==> config.mk <==
export PLATFORM = sky130hd
export DESIGN_NAME = vehicle_detector
export DESIGN_NICKNAME = d
export VERILOG_FILES = /design/src/rtl/traffic_pkg.sv /design/src/rtl/bit_sync.sv /design/src/rtl/vehicle_detector.sv
export SDC_FILE = /design/constraint.sdc
export NUM_CORES = 1
export LEC_CHECK = 0
export CAP_MARGIN = 20
export CORE_MARGIN = 2
export CORE_UTILIZATION = 54
export DETAILED_ROUTE_END_ITERATION = 6
export PLACE_DENSITY = 0.79
export SYNTH_ARGS = -nofsm -noshare
export SYNTH_HDL_FRONTEND = slang
export SYNTH_HIERARCHICAL = 1
export SYNTH_SLANG_ARGS = --single-unit
==> constraint.sdc <==
create_clock -name clock -period 2.9 [get_ports clock]
set_input_delay 0.725 -clock clock [delete_from_list [all_inputs] [get_ports clock]]
set_output_delay 0.725 -clock clock [all_outputs]
set_load 0.1 [all_outputs]
==> src/rtl/traffic_pkg.sv <==
// Shared light codes and detector state encoding for the signal controller
// and its country-road vehicle detector.
package traffic_pkg;

  typedef enum logic [1:0] {
    RED    = 2'd0,
    YELLOW = 2'd1,
    GREEN  = 2'd2
  } light_t;

  typedef enum logic [2:0] {
    IDLE    = 3'd0,
    QUALIFY = 3'd1,
    REQUEST = 3'd2,
    SERVING = 3'd3,
    RELEASE = 3'd4
  } det_state_t;

endpackage

==> src/rtl/bit_sync.sv <==
// Two-flop synchroniser with synchronous active-high clear, for asynchronous
// pad inputs.
module bit_sync (
  input  logic clock,
  input  logic clear,
  input  logic d,
  output logic q
);

  logic meta_q, meta_d;
  logic sync_q, sync_d;

  always_comb begin
    meta_d = d;
    sync_d = meta_q;
  end

  always_ff @(posedge clock) begin
    if (clear) begin
      meta_q <= 1'b0;
      sync_q <= 1'b0;
    end else begin
      meta_q <= meta_d;
      sync_q <= sync_d;
    end
  end

  assign q = sync_q;

endmodule

==> src/rtl/vehicle_detector.sv <==
// Debounced, held country-road request for the signal controller, with a
// service counter. Optional starvation alarm: VEHICLE_DETECTOR_STARVE_ALARM_EN.
module vehicle_detector
  import traffic_pkg::*;
#(
  parameter int DEBOUNCE_CYCLES = 4,
  parameter int STARVE_LIMIT    = 64
) (
  input  logic       clock,
  input  logic       clear,
  input  logic       loop_raw,
  input  logic [1:0] cntry,
  output logic       x,
  output logic [7:0] served_cnt,
  output logic       starve_alarm
);

  if (DEBOUNCE_CYCLES < 2 || DEBOUNCE_CYCLES > 255) begin : g_bad_debounce
    $error("vehicle_detector: DEBOUNCE_CYCLES must be in 2..255");
  end
  if (STARVE_LIMIT < 1) begin : g_bad_starve
    $error("vehicle_detector: STARVE_LIMIT must be at least 1");
  end

  localparam logic [7:0] CNT_LAST = 8'(DEBOUNCE_CYCLES - 1);

  logic       s;
  det_state_t state_q, state_d;
  logic [7:0] cnt_q, cnt_d;
  logic [7:0] served_q, served_d;
  logic       x_q, x_d;
  logic       not_green;

  bit_sync u_loop_sync (
    .clock (clock),
    .clear (clear),
    .d     (loop_raw),
    .q     (s)
  );

  assign not_green = (cntry != GREEN);

  always_comb begin
    state_d  = state_q;
    cnt_d    = cnt_q;
    served_d = served_q;
    unique case (state_q)
      IDLE: begin
        if (s) begin
          state_d = QUALIFY;
          cnt_d   = 8'd1;
        end else begin
          cnt_d = 8'd0;
        end
      end
      QUALIFY: begin
        if (!s) begin
          state_d = IDLE;
          cnt_d   = 8'd0;
        end else if (cnt_q == CNT_LAST) begin
          state_d = REQUEST;
        end else begin
          cnt_d = cnt_q + 8'd1;
        end
      end
      REQUEST: begin
        if (!not_green) begin
          state_d = SERVING;
          cnt_d   = 8'd0;
        end
      end
      SERVING: begin
        // The controller ending green outranks a debounce release in the same cycle.
        if (not_green) begin
          served_d = served_q + 8'd1;
          cnt_d    = 8'd0;
          state_d  = s ? REQUEST : IDLE;
        end else if (s) begin
          cnt_d = 8'd0;
        end else if (cnt_q == CNT_LAST) begin
          state_d = RELEASE;
          cnt_d   = 8'd0;
        end else begin
          cnt_d = cnt_q + 8'd1;
        end
      end
      RELEASE: begin
        if (not_green) begin
          state_d  = IDLE;
          served_d = served_q + 8'd1;
        end
      end
      default: begin
        state_d = IDLE;
        cnt_d   = 8'd0;
      end
    endcase
    x_d = (state_d == REQUEST) || (state_d == SERVING);
  end

  always_ff @(posedge clock) begin
    if (clear) begin
      state_q  <= IDLE;
      cnt_q    <= 8'd0;
      served_q <= 8'd0;
      x_q      <= 1'b0;
    end else begin
      state_q  <= state_d;
      cnt_q    <= cnt_d;
      served_q <= served_d;
      x_q      <= x_d;
    end
  end

  assign x          = x_q;
  assign served_cnt = served_q;

`ifdef VEHICLE_DETECTOR_STARVE_ALARM_EN
  localparam int SW = $clog2(STARVE_LIMIT + 1);
  localparam logic [SW-1:0] STARVE_MAX = SW'(STARVE_LIMIT);

  logic [SW-1:0] starve_cnt_q, starve_cnt_d;
  logic          alarm_q, alarm_d;

  always_comb begin
    starve_cnt_d = '0;
    if (state_d == REQUEST) begin
      starve_cnt_d = (starve_cnt_q == STARVE_MAX) ? starve_cnt_q : starve_cnt_q + SW'(1);
    end
    alarm_d = alarm_q || (starve_cnt_d == STARVE_MAX);
  end

  always_ff @(posedge clock) begin
    if (clear) begin
      starve_cnt_q <= '0;
      alarm_q      <= 1'b0;
    end else begin
      starve_cnt_q <= starve_cnt_d;
      alarm_q      <= alarm_d;
    end
  end

  assign starve_alarm = alarm_q;
`else
  assign starve_alarm = 1'b0;
`endif

endmodule
**Word-level counts from Yosys, hierarchy flattened**

Cells that the tools add are included.

- Bits in registers: 22
- Bits in latches: 0
- Bits in writable memories: 0
- Bits in read-only memories: 0
- Input bits: 5
- Word-level logic and storage cells: 42
- Memories kept: 0

- Add/subtract/negate cells: 2
- Multiply operators: 0
- Divide/modulo/power cells: 0
- Order comparisons: 0
- Eq/ne operators: 10
- Shifts and indexed selects: 0
- Multiplexer cells: 18
- Bitwise gates (word level): 1
- Reduce and logical (&&, ||, !) cells: 5

Operators by type and width:

| operator | count |
|---|---|
| $mux W8 | 6 |
| $pmux W8 S5 | 1 |
| $mux W3 | 8 |
| $add A8 B1 Y8 const B | 2 |
| $pmux W3 S5 | 1 |
| $eq A3 B2 Y1 const B | 4 |
| $eq A8 B2 Y1 const B | 1 |
| $ne A2 B2 Y1 const B | 2 |
| $eq A3 B1 Y1 const B | 1 |
| $eq A3 B3 Y1 const B | 1 |
| $logic_not A3 Y1 | 1 |
| $ne A3 B3 Y1 const B | 1 |
| $reduce_and A3 Y1 | 1 |
| $mux W2 | 1 |
| $reduce_and A2 Y1 | 1 |
| $reduce_or A2 Y1 | 1 |
| $logic_or A1 B1 Y1 | 1 |
| $mux W1 | 1 |
| $not A1 Y1 | 1 |

**Logic depth before layout (Yosys ltp)**

- Depth after elaboration: 7
- Mapped depth: 7
- Mapped depth without buffers: 6

**Hierarchy**

The synthesis kept the hierarchy.

Modules (own cells, without submodules):

| module | instances | cells each | area an instance (µm²) |
|---|---|---|---|
| vehicle_detector | 1 | 119 | 1038.5 |
| bit_sync | 1 | 4 | 52.6 |

**Least setup slack after synthesis**

OpenSTA, ideal clock, no wires.

- Path type: input to register
- Start point: input port cntry[0]
- End point: register cnt_q[2]
- Setup time: 0.070 ns
- Arrival time: 1.767 ns
- Path slack: 1.064 ns
- Stages on the path: 5
- Cell sequence: and2b_1 > o21a_1 > o21ai_0 > or3b_1 > a21oi_1

- Cells in the longest elaborated chain, start to end: 3
- Elaborated cells on any way between the ends: 5

Ends and longest elaborated chain:

| element | line | source |
|---|---|---|
| from (decl) | vehicle_detector.sv:12 | `input logic [1:0] cntry,` |
| $ne A2 B2 Y1 (*) | vehicle_detector.sv:41 | `assign not_green = (cntry != GREEN);` |
| $mux W8 / $ne A2 B2 Y1 (equally long branches) | n/a |  |
| $pmux W8 S5 / $reduce_and A3 Y1 (equally long branches) | n/a |  |
| to (signal assigned) | vehicle_detector.sv:109 | `cnt_q <= cnt_d;` |
| to (decl) | vehicle_detector.sv:29 | `logic [7:0] cnt_q, cnt_d;` |

Mark *: on every way between the ends. The rest lies on a longest branch, timed or not.
A chain may end at the register's enable or synchronous reset.

**Worst setup path after layout**

- Start point: input port cntry[1]
- End point: register cnt_q[2]

Same word-level chain as after synthesis.

==> results.md <==
* Outcome: finished, final reports clean
* Postcts setup bufs at 0
* Die Height at 48.95 um
* WP data arrival at 2.35 ns
* M3 GR Usage at 4.294%
* Pwr dens at between 400 and 500 mW/mm^2
* Grt met1 use at 26.64%
* Clock Sinks at 22
* Initial Utilization at a little under three fifths
* Post-CTS Resized at 0
* Hold WS at 0.4816 ns
* Placement Cell Area at between 0.001 and 0.0015 mm^2
* Reg area at ~440 um^2
* RSZ-0062 raised after global routing: no
* Crit end category: flip-flop
* P_leak at ~0.00044 uW
* Most common flop cell mapped by yosys: dfxtp_1
* Fin nets at 142
* Layout cell share with drive strength beyond 1 at around an eighth
* Detailed-route DRC error count at 0
* Peak supply drop at about 0.00029 V
* Finished Cell Area at roughly 0.0012 mm^2
* Core area at around 0.0019 mm^2
* Final setup vio count at 0
* Hold depth at 1
* Ant diodes at 0
* Via density per instance at 5.484
* I/O Pins at 15
* FF-to-FF path depth at 6
* Hold buffers post-CTS at 0
* Mapped Nets at 130
* Clk slew on worst S/H paths at between 0.1 and 0.15 ns
* Worst Path Max Fanout at 4
* Unique masters post-synth at 40
* Final worst path period need at between 2 and 2.5 ns
* Mapped Cells at approximately 120
* Gpl congestion at a little over 0.8
* Slew HR at about 63%
* Reg2Reg Setup Slack at 1.00 ns
* Final Util at around 63%
* GRT busiest layer: met2
* FF+latch count, synth at 22
* First-pass GRT wire length at between 3000 and 4000 um
* WP data required at approximately 3.2 ns
* Final max-slew violation count at 0
* Critical path type: in -> reg
* Hold Vio Cnt, Final at 0
* GRT Total Usage at a little under a fifth
* Startpoint types: primary input
* Routed Antenna Nets at 0
* Mapped Area at 0.001091 mm^2
* TritonCTS clock tree: built
* Synth Area per Inst at 8.870 um^2
* DRT Wirelength at 2012 um
* Port Buf Inserts at 13
* YS warnings at 6
* Post-synth EDFFs at 0
* Worst-Skew Late Latency at 0.31 ns
* Tightest Pin Transition at 0.5592 ns
* Total CTS buffers at 3
* Gr ovfl total at 0
* Clock Tree Buf Depth at 2
* # Max-Cap Violations at 0
* Fmax at ~480 MHz
* Iter 0 DRT Violations at 19
* Post-DP HPWL at roughly 1500 um
* Row Count at 16
* Initial antenna violation count at 0
* Vias in the first global route at approximately 800
* H-tree levels at 1
* WL/cell at 12.50 um
* Hold Path Class: reg -> reg
* Total negative setup slack at 0 ns
* Via count at 883
* FFs w/ async S/R, synth at 0%
* Multi-input logic area at just over 600 um^2
* Largest net degree at the start of global routing at 16
* Die area at 0.002396 mm^2
* First drt pass iteration count at 4
* Proportion of synthesized chip area in sequential cells at 40.37%
* Root Buffer Master: clkbuf_4
* Global Route met2 Usage at around 28%
* Die Wd at 48.95 um
* Area Overhead vs Synth at 12.73%
* Fillcell total at roughly 180
* Fin crit share at around 72%
* Final Skew at roughly 0.014 ns
worst paths after layout:
path	start	endpoint
setup / recovery	cntry[1]	cnt_q[2]
hold / removal	u_loop_sync/meta_q	u_loop_sync/q
setup reg to reg	cnt_q[0]	cnt_q[5]
hold reg to reg	u_loop_sync/meta_q	u_loop_sync/q
flip-flops by register name (all words and copies together), names as in the netlist:
signal / count
cnt_q: 8
served_cnt: 8
state_q: 3
x: 1
u_loop_sync/meta_q: 1
u_loop_sync/q: 1
synthesized netlist by cell type (3+ instances only):
master / count / area share, %
a21oi_1: 5 / 2.3
and3_1: 3 / 1.7
dfxtp_1: 22 / 40
o21ai_0: 6 / 2.8
nand2b_1: 3 / 1.7
xnor2_1: 3 / 2.4
nand2_1: 6 / 2.1
xor2_1: 8 / 6.4
nor2_1: 17 / 5.8
nand4_1: 7 / 4.0
nor3_1: 4 / 1.8
nand3b_1: 3 / 2.1
where the power goes:
group / internal, uW / switching, uW / total (uW)
sequential: 304 / 2.53 / 307
combinational: 9.59 / 14.5 / 24.1
clock: 76.6 / 93.8 / 170
total: 390 / 111 / 501
cells in the final DEF (no fill, tap or decap), types with 2 or more instances in the layout:
master,count
nand4_1,7
clkdlybuf4s50_1,4
xor2_1,8
a211oi_1,2
nand3b_1,3
buf_4,9
xnor2_1,3
ha_1,2
nor2_1,17
inv_1,2
dfxtp_1,22
nor3_1,4
nand2b_1,3
and3_1,3
a21boi_0,2
nor2b_1,2
nand2_1,6
a21oi_1,5
mux2i_1,2
clkbuf_4,3
o21ai_0,6
cell type report:
type                            instances  share of cell area (%)
Clock buffer                            4                   2.950
Inverter                                2                  0.6104
Multi-Input combinational cell         93                   49.14
Sequential cell                        22                   35.81
Tap cell                               27                   2.747
Timing Repair Buffer                   13                   8.749
layer usage:
layer  share of wire [%]  vias to the layer above
met2                  45                       20
met1                  50                      404
li1                    -                      457
met3                 3.9                        2
met5                   0                        -
met4                 1.0                        0
critical path: stages:
cell and delay [ns]:
clkdlybuf4s50_1 0.47, and2b_1 0.25, o21a_1 0.19, o21ai_0 0.16, or3b_1 0.42, a21oi_1 0.13
kinds of logic (layout without fill, tap and decap cells):
kind of cell             after synthesis  count (layout)  synth area share [%]
AND/OR/NAND/NOR                       55              55                 28.10
multiplexers                           2               2                 1.835
XOR/XNOR                              11              11                 8.831
flip-flops                            22              22                 40.37
other                                  1               1                0.3437
adder cells (fa/ha/maj)                2               2                 2.293
AO/OA/AOI/OAI                         22              22                 13.99
buffers and inverters                  8              19                 4.243
metrics by stage:
stage	worst slack (ns)	power (uW)	cells
after CTS	0.8172	506.6	161
after global routing	0.6675	517.0	161
final	0.8051	501.3	161
after detailed placement	0.4723	337.5	157
after floorplan	1.064	329.8	123
after global placement	0.5641	336.7	157
Power figures use the tool's default switching activity.
